[src/rtl/sprite_arb_pkg.sv]
// Shared types and defaults for the sprite attribute RAM arbiter.
// Holds the arbitration states, the read-owner tags and the default fairness limits.
package sprite_arb_pkg;

  typedef enum logic {
    ARB,
    GPU_BURST
  } arb_state_e;

  typedef enum logic [1:0] {
    OWN_NONE,
    OWN_CPU,
    OWN_GPU
  } owner_e;

  localparam int DEF_MAX_BURST    = 4;
  localparam int DEF_STARVE_LIMIT = 8;
  localparam int ACTION_W         = 4;

endpackage

[src/rtl/sprite_mem_arbiter.sv]
// Single-port sprite RAM arbiter between the CPU decode stage and the GPU renderer.
// GPU bursts are capped so a waiting CPU gets in, and CPU traffic cannot starve the GPU.
module sprite_mem_arbiter
  import sprite_arb_pkg::*;
#(
  parameter int MAX_BURST    = DEF_MAX_BURST,
  parameter int STARVE_LIMIT = DEF_STARVE_LIMIT,
  parameter int ADDR_W       = 8,
  parameter int DATA_W       = 32
) (
  input  logic                clk,
  input  logic                rst_n,
  input  logic                cpu_re,
  input  logic                cpu_we,
  input  logic [ADDR_W-1:0]   cpu_addr,
  input  logic [ACTION_W-1:0] cpu_action,
  input  logic [DATA_W-1:0]   cpu_wdata,
  output logic                cpu_stall,
  output logic [DATA_W-1:0]   cpu_rdata,
  output logic                cpu_rvalid,
  input  logic                gpu_req,
  input  logic [ADDR_W-1:0]   gpu_addr,
  output logic                gpu_gnt,
  output logic [DATA_W-1:0]   gpu_rdata,
  output logic                gpu_rvalid,
  output logic                mem_en,
  output logic                mem_we,
  output logic [ADDR_W-1:0]   mem_addr,
  output logic [ACTION_W-1:0] mem_action,
  output logic [DATA_W-1:0]   mem_wdata,
  input  logic [DATA_W-1:0]   mem_rdata
);

  localparam int BURST_W  = $clog2(MAX_BURST + 1);
  localparam int STARVE_W = $clog2(STARVE_LIMIT + 1);
  localparam logic [BURST_W-1:0]  BURST_MAX  = BURST_W'(MAX_BURST);
  localparam logic [STARVE_W-1:0] STARVE_MAX = STARVE_W'(STARVE_LIMIT);

  arb_state_e          state_q, state_d;
  logic [BURST_W-1:0]  burst_q, burst_d;
  logic [STARVE_W-1:0] starve_q, starve_d;
  owner_e              owner_q, owner_d;
  logic [DATA_W-1:0]   rdata_q;
  logic                cpu_req;
  logic                cpu_win;
  logic                gpu_win;

  assign cpu_req = cpu_re | cpu_we;

  // NOTE: every output of this block gets a default first, so no path can infer a latch.
  always_comb begin
    state_d  = state_q;
    burst_d  = burst_q;
    starve_d = starve_q;
    cpu_win  = 1'b0;
    gpu_win  = 1'b0;
    if (state_q == GPU_BURST && gpu_req) begin
      if (cpu_req && burst_q == BURST_MAX) begin
        cpu_win  = 1'b1;
        state_d  = ARB;
        burst_d  = '0;
        starve_d = STARVE_W'(1);
      end else begin
        gpu_win = 1'b1;
        if (burst_q != BURST_MAX) burst_d = burst_q + 1'b1;
      end
    end else begin
      // A burst whose GPU request dropped falls back to plain arbitration this cycle.
      state_d = ARB;
      burst_d = '0;
      if (gpu_req && starve_q == STARVE_MAX) begin
        gpu_win  = 1'b1;
        state_d  = GPU_BURST;
        burst_d  = BURST_W'(1);
        starve_d = '0;
      end else if (cpu_req) begin
        cpu_win = 1'b1;
        if (!gpu_req)                 starve_d = '0;
        else if (starve_q != STARVE_MAX) starve_d = starve_q + 1'b1;
      end else if (gpu_req) begin
        gpu_win  = 1'b1;
        state_d  = GPU_BURST;
        burst_d  = BURST_W'(1);
        starve_d = '0;
      end else begin
        starve_d = '0;
      end
    end
  end

  assign cpu_stall  = cpu_req & ~cpu_win;
  assign gpu_gnt    = gpu_win;
  assign mem_en     = cpu_win | gpu_win;
  assign mem_we     = cpu_win & cpu_we;
  assign mem_addr   = cpu_win ? cpu_addr : (gpu_win ? gpu_addr : '0);
  assign mem_action = cpu_win ? cpu_action : '0;
  assign mem_wdata  = cpu_win ? cpu_wdata : '0;

  // A combined read+write from the CPU is a write and returns nothing.
  assign owner_d = gpu_win ? OWN_GPU :
                   (cpu_win && !cpu_we) ? OWN_CPU : OWN_NONE;

  // NOTE: sequential state uses non-blocking assignments so all registers update together.
  always_ff @(posedge clk or negedge rst_n) begin
    if (!rst_n) begin
      state_q  <= ARB;
      burst_q  <= '0;
      starve_q <= '0;
      owner_q  <= OWN_NONE;
      rdata_q  <= '0;
    end else begin
      state_q  <= state_d;
      burst_q  <= burst_d;
      starve_q <= starve_d;
      owner_q  <= owner_d;
      if (owner_q == OWN_CPU) rdata_q <= mem_rdata;
    end
  end

  // Return data shows up in the cycle after the grant, then stays held for the CPU.
  assign cpu_rvalid = (owner_q == OWN_CPU);
  assign gpu_rvalid = (owner_q == OWN_GPU);
  assign cpu_rdata  = cpu_rvalid ? mem_rdata : rdata_q;
  assign gpu_rdata  = mem_rdata;

endmodule

[config.mk]
export PLATFORM = sky130hd
export DESIGN_NAME = sprite_mem_arbiter
export DESIGN_NICKNAME = d
export VERILOG_FILES = /design/src/rtl/sprite_arb_pkg.sv /design/src/rtl/sprite_mem_arbiter.sv
export SDC_FILE = /design/constraint.sdc
export NUM_CORES = 1
export LEC_CHECK = 0
export BUFFER_PORTS_ARGS = -buffer_cell sky130_fd_sc_hd__buf_2
export CAP_MARGIN = 20
export CORE_ASPECT_RATIO = 2
export CORE_MARGIN = 5
export CORE_UTILIZATION = 38
export DETAILED_ROUTE_END_ITERATION = 6
export PLACE_DENSITY = 0.78
export SLEW_MARGIN = 20
export SYNTH_ARGS = -nofsm -noshare
export SYNTH_HDL_FRONTEND = slang
export SYNTH_SLANG_ARGS = --single-unit
[constraint.sdc]
create_clock -name clk -period 1.9 [get_ports clk]
set_input_delay 0.19 -clock clk [delete_from_list [all_inputs] [get_ports clk]]
set_output_delay 0.19 -clock clk [all_outputs]
set_load 0.02 [all_outputs]
==> results by stage, run 1 <==
Run status:
- The run finished, with violations left.
- The final reports fail on setup timing.

Layout:
- 0 antenna diodes ended up in the layout.
- The area overhead of the layout relative to synthesis is 58.8%.
- The total of fill cells in the finished design is ~520.
- The net total in the final layout is between 400 and 500.
- Across the whole layout, storage elements account for ~1100 µm².
- The leading cell type in the layout, fill and taps excluded is sky130_fd_sc_hd__buf_2.
- Summing all multi-input logic gate instances after layout gives 1080 µm².
- The post-route netlist has approximately two thirds of its cells at a drive strength greater than 1.
- Leaving out fill and tap cells, the most frequent cells in the layout are sky130_fd_sc_hd__buf_2 (185), sky130_fd_sc_hd__dfrtp_1 (42), sky130_fd_sc_hd__and3_1 (33).
- Measured on the finished design, the core utilization comes to between 60 and 70%.

Min path:
- The class of the tightest hold or removal check is in2reg.
- The worst hold path begins at cpu_we.
- The path with the worst hold slack has its endpoint at owner_q[0].
- Along the worst hold path, the cell count comes to 2.

Die:
- The placeable core area is ~6000 µm².
- The number of top-level pins is approximately 200.
- Measured along the y axis, the die boundary spans around 120 µm.
- The die covers between 8000 and 9000 µm².
- In this run the core area contains 40 standard-cell rows.
- The starting density of the core is 39.2%.
- The floorplan step set the die width to between 60 and 70 µm.

STA:
- Headroom to the max-slew limit came out at between 40% and 50%.
- In the post-route analysis, the smallest setup slack over all paths is -0.0936 ns.
- After layout, the minimum clock period comes to around 2.0 ns.
- The worst hold-check slack is about 0.15 ns.
- Static timing analysis puts the maximum clock frequency at around 0.5 GHz.
- After layout, the worst path uses 105% of the clock period.
- The number of endpoints with negative hold slack in the final report was 0.
- The clock tree skew after final layout is between 0.004 and 0.005 ns.
- The number of max-slew violations in the final report is 0.
- Setup repair after global routing could not meet its margin everywhere.
- The final-report setup violation count is 45.
- The transition time of the tightest slew-check pin is 0.775 ns.
- The summed negative setup slack over all endpoints is -3.34 ns.

Clock tree:
- TritonCTS built the clock tree.
- At the later pin of the worst-skew pair, clock insertion delay measures 0.28 ns.
- The tree built by TritonCTS fans out to between 40 and 50 sinks.
- The maximum clock insertion buffer count is 2.
- The buffer cell driving the clock tree root is sky130_fd_sc_hd__clkbuf_16.
- The clock transition at the register clock pins on the worst setup and hold paths after CTS is roughly 0.060 ns.
- The H-tree was split into 2 levels.
- In this run, CTS created clock tree buffers numbering 5.

Detailed routing:
- The first-pass iteration count of the detailed router is 4.
- Wires add up to ~7300 µm.
- The routed length per placed instance is 14.9 µm.
- The number of vias after detailed routing is about 2,300.
- The violation count after the first detailed-routing iteration is 29.
- The count of nets left with antenna violations once routing finished came out at 0.
- After detailed routing, the number of vias per cell comes to about 4.8.
- After detailed routing, the number of remaining DRC violations is 0.

Logic synthesis:
- Synthesis inferred between 40 and 50 register bits.
- The post-synthesis share of cell area spent on xor and xnor gates is 0%.
- The share of synthesized area in the top cell type comes to between 40 and 50%.
- Synthesis instantiated 33 different standard cells from the library.
- Summing the sequential cell areas from Yosys gives between 40 and 50% of the chip area.
- The number of warning messages in the yosys log is 0.
- The net count of the mapped netlist is ~310.
- The cell type with the highest aggregate area in the netlist is sky130_fd_sc_hd__dfrtp_1.
- By area the synthesized netlist is led by sky130_fd_sc_hd__dfrtp_1 (44%), sky130_fd_sc_hd__mux2_2 (15%), sky130_fd_sc_hd__buf_4 (10%).
- In the synthesized netlist, mux cells make up between 15 and 20% of the area.
- Each instance of the synthesized netlist takes up on average around 11 µm².
- The synthesized netlist devotes approximately 2.1% of its cell area to adder and majority cells.
- After synthesis, the largest family of logic cells by area is simple AND/OR/NAND/NOR gates.
- The synthesized netlist cell count is about 220.
- The synthesized netlist occupies a cell area of 2370 µm².
- The synthesized netlist devotes roughly 17% of its cell area to simple gates.
- The area fraction in compound gates after synthesis is 7.12%.

Pwr:
- The total design power is roughly 3.5 mW.
- The largest voltage drop on the vdd net is 0.592 mV.
- The analysis attributes to cell leakage a power of ~2.1 nW.
- The areal power density over the cells is 919 nW/µm².

Worst setup path:
- For the worst flop-to-flop path, the logic depth is 8.
- The terminus of the critical flop-to-flop path is starve_q[2].
- The worst setup slack for register-to-register paths is 0.32 ns.
- The data arrival time of the critical path is about 1.8 ns.
- Along the worst path, the maximum fanout reaches 14.
- For the worst setup path, the data required time is 1.71 ns.
- The element type at the critical path end is an output pin.
- The critical path in this run is classified as reg2out.
- The startpoint of the most critical register-to-register path is starve_q[0].
- STA classifies the critical path startpoint as a register.

GRT:
- The number of global-route vias before repair is between 2,000 and 3,000.
- The pin count of the biggest net entering global routing is 38.
- The number of antenna violations at the first check in global routing is 0.
- The first global-routing pass estimated 11,400 µm of wire.
- The overall track demand over capacity in global routing is between 10% and 20%.
- The leftover overflow at the end of global routing is 0.

Placed design:
- Routability-driven placement finished with a final weighted congestion of 0.791.
- The half-perimeter wire length after placement is between 6000 and 7000 µm.
- At the placement stage, the worst setup path has a slack of -0.0752 ns.
- The count of buffers from port buffering is slightly above 200.

Job:
- Across the run, the number of max-cap violations was 0.
## logic make-up (layout without fill, tap and decap cells)
group                      Yosys count  count (layout)
buffers and inverters               50             237
and+or+nand+nor                     67              67
AOI/OAI and AO/OA                   23              23
muxes                               33              33
DFF                                 42              42
adders and majority gates            4               4
## critical path, cell delays in order (launching register included)
cell and delay [ns]:
sky130_fd_sc_hd__dfrtp_1 0.40, sky130_fd_sc_hd__inv_2 0.08, sky130_fd_sc_hd__ha_4 0.12, sky130_fd_sc_hd__nand3b_1 0.11, sky130_fd_sc_hd__o22a_4 0.31, sky130_fd_sc_hd__buf_12 0.16, sky130_fd_sc_hd__and3_1 0.18, sky130_fd_sc_hd__buf_2 0.16
## worst max path at each step
stage | startpoint | end | depth (start not counted)
global placement | burst_q[1] | mem_addr[5] | 7
floorplan | burst_q[0] | mem_addr[0] | 7
CTS | starve_q[0] | mem_wdata[4] | 7
global route | starve_q[0] | mem_addr[4] | 8
detailed placement | burst_q[1] | mem_addr[6] | 7
finish | starve_q[0] | mem_wdata[7] | 7
## layer usage
| metal | up-vias | share of wire (%) | track usage (%) |
|---|---|---|---|
| met1 | 1070 | 29 | 16.0 |
| li1 | 1107 | - | - |
| met3 | 13 | 9.7 | 4.70 |
| met5 | - | 0 | 0 |
| met2 | 145 | 58 | 36.8 |
| met4 | 0 | 2.9 | 8.05 |
## flip-flops by register name, indices dropped and copies added (netlist names)
signal	cells
owner_q	2
burst_q	3
starve_q	4
rdata_q	32
state_q	1
## through the flow
stage | std cells | area (µm²)
finish | 490 | 3770
global route | 490 | 3770
CTS | 490 | 3710
detailed placement | 470 | 3280
global placement | 470 | 3280
floorplan | 219 | 2370
## final cells by class
cell class / instances / share of cell area [%]
clock buffers: 6 / 3.69
clock inverters: 2 / 1.59
inverters: 5 / 0.498
multi-input cells: 127 / 28.6
flip-flops and latches: 42 / 27.9
well taps: 84 / 2.79
repair buffers: 224 / 35.0
## cell usage after synthesis
cell,instances
sky130_fd_sc_hd__dfrtp_1,42
sky130_fd_sc_hd__and3_1,36
sky130_fd_sc_hd__buf_4,33
sky130_fd_sc_hd__mux2_2,32
sky130_fd_sc_hd__a22o_1,8
sky130_fd_sc_hd__nand2_1,7
sky130_fd_sc_hd__nor2_1,7
sky130_fd_sc_hd__buf_2,6
sky130_fd_sc_hd__clkbuf_1,5
sky130_fd_sc_hd__inv_1,5
sky130_fd_sc_hd__ha_1,4
sky130_fd_sc_hd__a21oi_1,3
sky130_fd_sc_hd__nand3_1,3
sky130_fd_sc_hd__nor2b_1,3
sky130_fd_sc_hd__o21ai_0,3
sky130_fd_sc_hd__a21boi_0,2
sky130_fd_sc_hd__and2_1,2
sky130_fd_sc_hd__nand3b_1,2
sky130_fd_sc_hd__o21a_1,2
sky130_fd_sc_hd__a211oi_1,1
sky130_fd_sc_hd__a21boi_1,1
sky130_fd_sc_hd__a22oi_1,1
sky130_fd_sc_hd__buf_6,1
sky130_fd_sc_hd__mux2i_1,1
sky130_fd_sc_hd__nand2_8,1
sky130_fd_sc_hd__nand2b_1,1
sky130_fd_sc_hd__nor3b_1,1
sky130_fd_sc_hd__nor3b_2,1
sky130_fd_sc_hd__nor4_1,1
sky130_fd_sc_hd__nor4b_1,1
sky130_fd_sc_hd__o22a_2,1
sky130_fd_sc_hd__o22ai_1,1
sky130_fd_sc_hd__or3_1,1
## repair_timing
action                                 4_1_cts  5_1_grt
setup endpoints to repair                   47       47
pin swaps                                    4        0
hold buffers                                 1        0
setup buffers                               10        0
endpoints found under the hold margin       19        0
cloned                                       1        0
resized for setup                           35       16
## where the power goes
part           switching [mW]  internal, mW  total, mW
Sequential             0.0460          1.06       1.10
Clock                   0.319         0.788       1.11
Combinational           0.717         0.536       1.25
Note: power is estimated with default switching activity, not from simulation.
==> run 2: changes to the inputs <==
--- a/config.mk
+++ b/config.mk
@@ -7,7 +7,6 @@
 export LEC_CHECK = 0
 export BUFFER_PORTS_ARGS = -buffer_cell sky130_fd_sc_hd__buf_2
 export CAP_MARGIN = 20
-export CORE_ASPECT_RATIO = 2
 export CORE_MARGIN = 5
 export CORE_UTILIZATION = 38
 export DETAILED_ROUTE_END_ITERATION = 6
==> results by stage, run 2 (synthesis results as in run 1) <==
Worst setup path:
- The data arrival time of the critical path is 1.90 ns (+0.10 ns).
- The number of buffer and inverter instances along the worst setup path was 3 (unchanged).
- The startpoint type of the worst setup path is a register.
- The element type at the critical path end is an output pin.
- The slowest stage of the critical path belongs to the cell sky130_fd_sc_hd__dfrtp_1.
- The signal on the critical path passes through inv_2 -> ha_4 -> nand3b_1 -> o22a_4 -> buf_6 -> nand2_4 -> a22o_1 -> buf_6.
- The delay of the slowest critical-path stage is 0.40 ns (about the same).
- The cell class contributing the biggest share of worst-path delay is compound AO/OA/AOI/OAI gates.
- The worst endpoint required time is 1.71 ns (about the same).
- The cell repeated most along the worst path is sky130_fd_sc_hd__buf_6.
- The maximum fanout encountered on the critical timing path is 5 (-9).
- The critical path in this run is classified as reg2out.

Clock tree:
- The clock net sink count was 42 (unchanged).
- The maximum clock insertion buffer count is 2 (unchanged).
- The clock latency reported for the late side of the worst-skew pair was 0.29 ns (about the same).
- The root buffer cell chosen for the clock tree is sky130_fd_sc_hd__clkbuf_8.
- The TritonCTS clock tree is built.
- The clock transition at the register clock pins on the worst setup and hold paths after CTS is 0.08 ns (+0.02 ns).
- The TritonCTS buffer count is 5 (unchanged).
- The H-tree depth is 2 (unchanged).

Layout:
- The net total in the final layout is 494 (-0.80%).
- In the layout the commonest cells are sky130_fd_sc_hd__buf_2 (178), sky130_fd_sc_hd__dfrtp_1 (42), sky130_fd_sc_hd__mux2_2 (32).
- The final core utilization is 62.0% (-0.22 points).
- The antenna cell count was 0 (unchanged).
- The leading cell type in the layout, fill and taps excluded is sky130_fd_sc_hd__buf_2.
- From synthesis to final layout, the design area changed by 56.5%.
- The total of fill cells in the finished design came to 509 (-2.9%).
- The largest registers in the layout are rdata_q x32, starve_q x4, burst_q x3.
- More flip-flops sit in one register than any other, and that register is rdata_q.
- The flip-flop count of the largest register, all copies and words added is 32 (unchanged).
- The ratio of cells with drive above 1 in the final layout is 70.1% (+1.7 points).

Die:
- The starting density of the core came to 39.6% (+0.43 points).
- The die extent in y is 89.0 µm (-27%).
- The number of top-level pins came to 203 (unchanged).
- The die footprint came to 7930 µm² (-1.2%).
- The overall die width is 89.0 µm (+35%).
- The standard-cell row count was 28 (-30%).
- The placeable core area is 5990 µm² (-1.1%).

Placed design:
- The count of buffers from port buffering is 202 (unchanged).
- The half-perimeter wire length after placement came to 6350 µm (+5.6%).
- The final weighted congestion in routability-driven placement is 0.880 (+11%).

STA:
- Setup repair after global routing could not meet its margin everywhere.
- The number of endpoints with negative hold slack in the final report came to 0 (unchanged).
- The minimum clock period came to 2.09 ns (+0.0928 ns).
- The final-report setup violation count is 47 (+4.4%).
- The number of max-slew violations in the final report was 0 (unchanged).
- The setup slack after layout came to -0.186 ns (-0.0928 ns).
- The highest achievable clock rate came to 0.479 GHz (-4.5%).
- The transition time of the tightest slew-check pin is 0.884 ns (+0.109 ns).
- The final cycle utilization of the critical path is 110% (+4.9 points).
- The clock tree skew after final layout is 0.0143 ns (+0.00965 ns).
- The tightest slew margin relative to the limit is 41.0% (-7.3 points).
- The worst hold-check slack is 0.141 ns (-0.0102 ns).

Run status:
- The checks that failed: setup timing.
- The flow ran to the end, but the final reports show violations.

Pwr:
- The largest voltage drop on the vdd net is 0.561 mV (-5.2%).
- The areal power density over the cells is 794 nW/µm² (-14%).
- The leakage power figure came to 2.00 nW (-2.8%).

Detailed routing:
- The final wirelength is 7960 µm (+9.3%).
- The number of vias after detailed routing was 2,327 (-0.34%).
- The routed length per placed instance came to 16.7 µm (+12%).
- The via density per instance is 4.88 (+2.4%).
- The post-route DRC violation count is 0 (unchanged).
- The violation count after the first detailed-routing iteration came to 30 (+3.4%).
- The first-pass iteration count of the detailed router is 4 (unchanged).
- The number of routed nets with antenna violations came to 0 (unchanged).

GRT:
- The pin count of the biggest net entering global routing is 38 (unchanged).
- The overall track demand over capacity in global routing is 18.8% (+0.43 points).
- The global-route wire length before repair is 11,300 µm (-0.79%).
- The number of antenna violations at the first check in global routing is 0 (unchanged).
- The leftover overflow at the end of global routing is 0 (unchanged).
- The number of global-route vias before repair came to 2,354 (-10%).

Job:
- The number of max-cap violations is 0 (unchanged).

Min path:
- In this run the worst hold path is classified as in2reg.
## run 2: cell types whose count changed in the layout (fill, tap and decap cells not counted), moves of 2 or more
cell,delta
sky130_fd_sc_hd__and3_1,-11
sky130_fd_sc_hd__and3_4,+11
sky130_fd_sc_hd__buf_2,-7
sky130_fd_sc_hd__buf_4,-9
sky130_fd_sc_hd__buf_6,+10
sky130_fd_sc_hd__bufinv_16,-2
sky130_fd_sc_hd__clkbuf_16,-5
sky130_fd_sc_hd__clkbuf_8,+4
## run 2: final timing paths
kind / start / to / slack, ns / cells after the start
worst min register to register: rdata_q[0] / rdata_q[0] / 0.49 / 1
max in group asynchronous: rst_n / rdata_q[18] / 1.03 / 3
min in group asynchronous: rst_n / burst_q[2] / 0.38 / 2
worst max-delay path: starve_q[0] / mem_addr[4] / -0.19 / 8
worst max register to register: starve_q[0] / starve_q[2] / 0.23 / 7
worst min-delay path: cpu_we / owner_q[0] / 0.14 / 2
## run 2: cell type report
cell class	instances	area [µm²]	share of cell area [%]
Inverter	5	18.8	0.505
Clock inverter	2	13.8	0.370
Tap cell	75	93.8	2.53
Sequential cell	42	1050	28.3
Multi-Input combinational cell	128	1120	30.1
Clock buffer	6	72.6	1.95
Timing Repair Buffer	219	1350	36.3
## run 2: timing repair
action / in CTS / in global routing
buffers inserted: 4 / 3
gates cloned: 1 / 1
endpoints found under the setup margin: 47 / 65
pin swaps: 7 / 5
resized for setup: 47 / 28
endpoints found under the hold margin: 18 / 0
hold buffers: 1 / 0
## run 2: routing by layer
layer	up-vias	global-route usage, %	share of wire, %
met5	-	0	0
met4	0	8.39	3.3
met3	20	6.27	13
met2	154	36.0	53
met1	1057	18.0	31
li1	1096	-	-
## run 2: power by group
group | leakage (nW) | switching [mW] | internal, mW
combinational | 1.45 | 0.732 | 0.564
clock | 0.0452 | 0.292 | 0.259
sequential | 0.511 | 0.0456 | 1.06
total | 2.00 | 1.07 | 1.88
## run 2: per-stage QoR
stage	TNS (ns)	instances	worst slack, ns	total power [mW]	cell area [µm²]
global placement	0	459	0.0748	2.28	3260
global route	-10.51	477	-0.263	3.11	3710
finish	-7.10	477	-0.186	2.95	3710
floorplan	0	219	0.206	1.88	2370
detailed placement	0	459	0.00135	2.30	3260
CTS	-8.49	473	-0.209	2.94	3570
==> run 3: changes to the inputs <==
--- a/config.mk
+++ b/config.mk
@@ -5,12 +5,14 @@
 export SDC_FILE = /design/constraint.sdc
 export NUM_CORES = 1
 export LEC_CHECK = 0
+export ABC_AREA = 0
 export BUFFER_PORTS_ARGS = -buffer_cell sky130_fd_sc_hd__buf_2
 export CAP_MARGIN = 20
 export CORE_MARGIN = 5
-export CORE_UTILIZATION = 38
+export CORE_UTILIZATION = 41
+export CTS_CLUSTER_SIZE = 16
 export DETAILED_ROUTE_END_ITERATION = 6
-export PLACE_DENSITY = 0.78
+export PLACE_DENSITY = 0.83
 export SLEW_MARGIN = 20
 export SYNTH_ARGS = -nofsm -noshare
 export SYNTH_HDL_FRONTEND = slang
==> constraint.sdc (replaced) <==
create_clock -name clk -period 2.4 [get_ports clk]
set_input_delay 0.24 -clock clk [delete_from_list [all_inputs] [get_ports clk]]
set_output_delay 0.24 -clock clk [all_outputs]
set_load 0.02 [all_outputs]
==> results by stage, run 3 (synthesis results as in run 1) <==
Run status:
- The run finished with clean final reports.

Placed design:
- The count of buffers from port buffering came to 202 (unchanged).
- The placement-stage worst setup slack is 0.351 ns (+0.350 ns).
- The half-perimeter wire length after placement is 6280 µm (-1.0%).
- The final weighted congestion in routability-driven placement is 0.882 (+0.25%).

Detailed routing:
- The post-route DRC violation count is 0 (unchanged).
- The number of vias after detailed routing is 2,240 (-3.7%).
- The via density per instance is 4.88 (about the same).
- The first-pass iteration count of the detailed router is 4 (unchanged).
- The violation count after the first detailed-routing iteration is 41 (+37%).
- The number of routed nets with antenna violations came to 0 (unchanged).
- The final wirelength is 7440 µm (-6.5%).
- The routed length per placed instance is 16.2 µm (-2.9%).

GRT:
- The number of global-route vias before repair is 2,340 (-0.59%).
- The global-route wire length before repair is 11,200 µm (-0.55%).
- The leftover overflow at the end of global routing is 0 (unchanged).
- The pin count of the biggest net entering global routing is 43 (+13%).
- The number of antenna violations at the first check in global routing is 0 (unchanged).
- The overall track demand over capacity in global routing is 19.3% (+0.55 points).

Die:
- The die extent in y was 86.1 µm (-3.3%).
- The overall die width is 86.1 µm (-3.3%).
- The die footprint is 7410 µm² (-6.5%).
- The number of top-level pins is 203 (unchanged).
- The starting density of the core is 42.6% (+3.0 points).
- The standard-cell row count is 27 (-3.6%).
- The placeable core area came to 5570 µm² (-7.0%).

Layout:
- The net total in the final layout came to 479 (-3.0%).
- The antenna cell count is 0 (unchanged).
- Leaving out fill and tap cells, the most frequent cell in the layout is sky130_fd_sc_hd__buf_2.
- The register with the highest flop count is rdata_q.
- The largest registers in the layout are rdata_q x32, starve_q x4, burst_q x3.
- The flip-flop count of the largest register, all copies and words added is 32 (unchanged).
- The area of the multi-input gates was 1000 µm² (-10%).
- The area overhead of the layout relative to synthesis is 39.5%.
- The library cells used most frequently in the layout, excluding fill and tap cells, are sky130_fd_sc_hd__buf_2 (202), sky130_fd_sc_hd__dfrtp_1 (42), sky130_fd_sc_hd__and3_1 (36).
- The ratio of cells with drive above 1 in the final layout came to 64.6% (-5.5 points).
- The sequential cell area is 1050 µm² (unchanged).
- The total of fill cells in the finished design is 481 (-5.5%).

Clock tree:
- The clock net sink count was 42 (unchanged).
- The TritonCTS buffer count is 5 (unchanged).
- The number of buffers added to fix hold violations after cts was 0 (-1).
- The H-tree depth came to 2 (unchanged).
- The clock transition at the register clock pins on the worst setup and hold paths after CTS was 0.09 ns (about the same).
- The TritonCTS clock tree is built.
- The number of gates given a new drive strength after cts is 0 (-100%).
- The number of buffers inserted by post-CTS setup repair was 0 (-4).
- The buffer cell driving the clock tree root is sky130_fd_sc_hd__clkbuf_8.
- The clock latency reported for the late side of the worst-skew pair is 0.29 ns (about the same).
- The maximum clock insertion buffer count is 2 (unchanged).

Pwr:
- The leakage power figure was 1.88 nW (-6.2%).
- The internal power component was 1.50 mW (-20%).
- The net switching power of the design was 0.838 mW (-22%).
- The areal power density over the cells is 708 nW/µm² (-11%).
- The portion of total power attributed to combinational logic is 38.8% (-5.1 points).
- The clock group share of total power is 23.8% (+5.1 points).
- The sequential cell fraction of total power is 37.4% (about the same).
- The share of total power consumed by net switching is 35.8% (-0.49 points).
- The largest voltage drop on the vdd net is 0.329 mV (-41%).

Worst setup path:
- The critical path is of the reg2out type.
- The element type at the critical path end is an output pin.
- The data arrival time of the critical path is 2.03 ns (+0.13 ns).
- The worst endpoint required time is 2.16 ns (+0.45 ns).
- STA classifies the critical path startpoint as a register.
- The maximum fanout encountered on the critical timing path is 39 (+34).

STA:
- The minimum clock period is between 2 and 2.5 ns.
- The setup slack after layout came to 0.133 ns (+0.319 ns).
- The number of max-slew violations in the final report is 0 (unchanged).
- The final-report setup violation count came to 0 (-100%).
- The final cycle utilization of the critical path is between 90% and 100%.
- Setup repair after global routing left no endpoint under its margin.
- The number of endpoints with negative hold slack in the final report came to 0 (unchanged).
- The transition time of the tightest slew-check pin is 0.925 ns (+0.0414 ns).
- The tightest slew margin relative to the limit is 38.3% (-2.7 points).
- The summed negative setup slack over all endpoints came to 0 ns (+7.10 ns).
- The clock tree skew after final layout is 0.00935 ns (-0.00498 ns).
- The highest achievable clock rate is 0.441 GHz.

Job:
- The number of max-cap violations was 0 (unchanged).

Min path:
- The tightest min-delay check is of the in2async type.
run 3: changes by cell type in the layout (fill, tap and decap cells not counted), moves of 2 or more:
cell / delta
sky130_fd_sc_hd__and3_1: +14
sky130_fd_sc_hd__ha_1: +2
sky130_fd_sc_hd__buf_12: -2
sky130_fd_sc_hd__inv_1: +2
sky130_fd_sc_hd__buf_4: -8
sky130_fd_sc_hd__buf_6: -26
sky130_fd_sc_hd__and3_4: -14
sky130_fd_sc_hd__ha_4: -2
sky130_fd_sc_hd__buf_2: +24
sky130_fd_sc_hd__inv_2: -2
run 3: per-stage QoR:
step	cell area (µm²)	power, mW	hold slack [ns]	util (%)	cells
6_report	3310	2.34	0.0799	59.4	459
5_1_grt	3310	2.47	0.154	59.4	459
4_1_cts	3300	2.38	0.0979	59.3	459
3_5_place_dp	3190	1.81	0.422	57.3	451
3_3_place_gp	3190	1.78	0.415	57.3	451
2_1_floorplan	2370	1.49	-0.0556	-	219
run 3: area by class of cell:
type	instances	share of cell area, %
clock buffers	5	2.08
well taps	72	2.72
multi-input cells	127	30.2
repair buffers	205	31.3
clock inverters	3	1.32
flip-flops and latches	42	31.7
inverters	5	0.567
run 3: worst paths after layout:
kind                       depth (start not counted)  slack (ns)            end   startpoint
max                                                7        0.13  mem_wdata[17]   burst_q[0]
min                                                1        0.08    rdata_q[21]        rst_n
max reg2reg                                        6        0.86        state_q   burst_q[0]
min reg2reg                                        1        0.50    rdata_q[31]  rdata_q[31]
max in group asynchronous                          1        1.74    rdata_q[31]        rst_n
min in group clk                                   2        0.17     owner_q[0]       cpu_we
run 3: layer usage:
metal / wire [µm] / up-vias / GRT usage [%]
met5: 0 / - / 0
met4: 199 / 0 / 8.06
met3: 820 / 14 / 5.86
met2: 3970 / 137 / 36.9
met1: 2450 / 1025 / 19.0
li1: - / 1064 / -
run 3: power groups by stage:
stage                     Sequential (mW)  Clock (mW)  Combinational [mW]
after floorplan                     0.874           0               0.611
after global placement              0.881           0               0.903
after detailed placement            0.892           0               0.922
after CTS                           0.877       0.578               0.922
after global routing                0.890       0.604               0.978
final                               0.875       0.558               0.910
run 3: critical path, stage by stage (launching register included):
cell	delay, ns
sky130_fd_sc_hd__dfrtp_1	0.41
sky130_fd_sc_hd__inv_1	0.07
sky130_fd_sc_hd__ha_1	0.19
sky130_fd_sc_hd__and2_1	0.21
sky130_fd_sc_hd__o22a_2	0.24
sky130_fd_sc_hd__buf_6	0.24
sky130_fd_sc_hd__and3_1	0.20
sky130_fd_sc_hd__buf_2	0.17
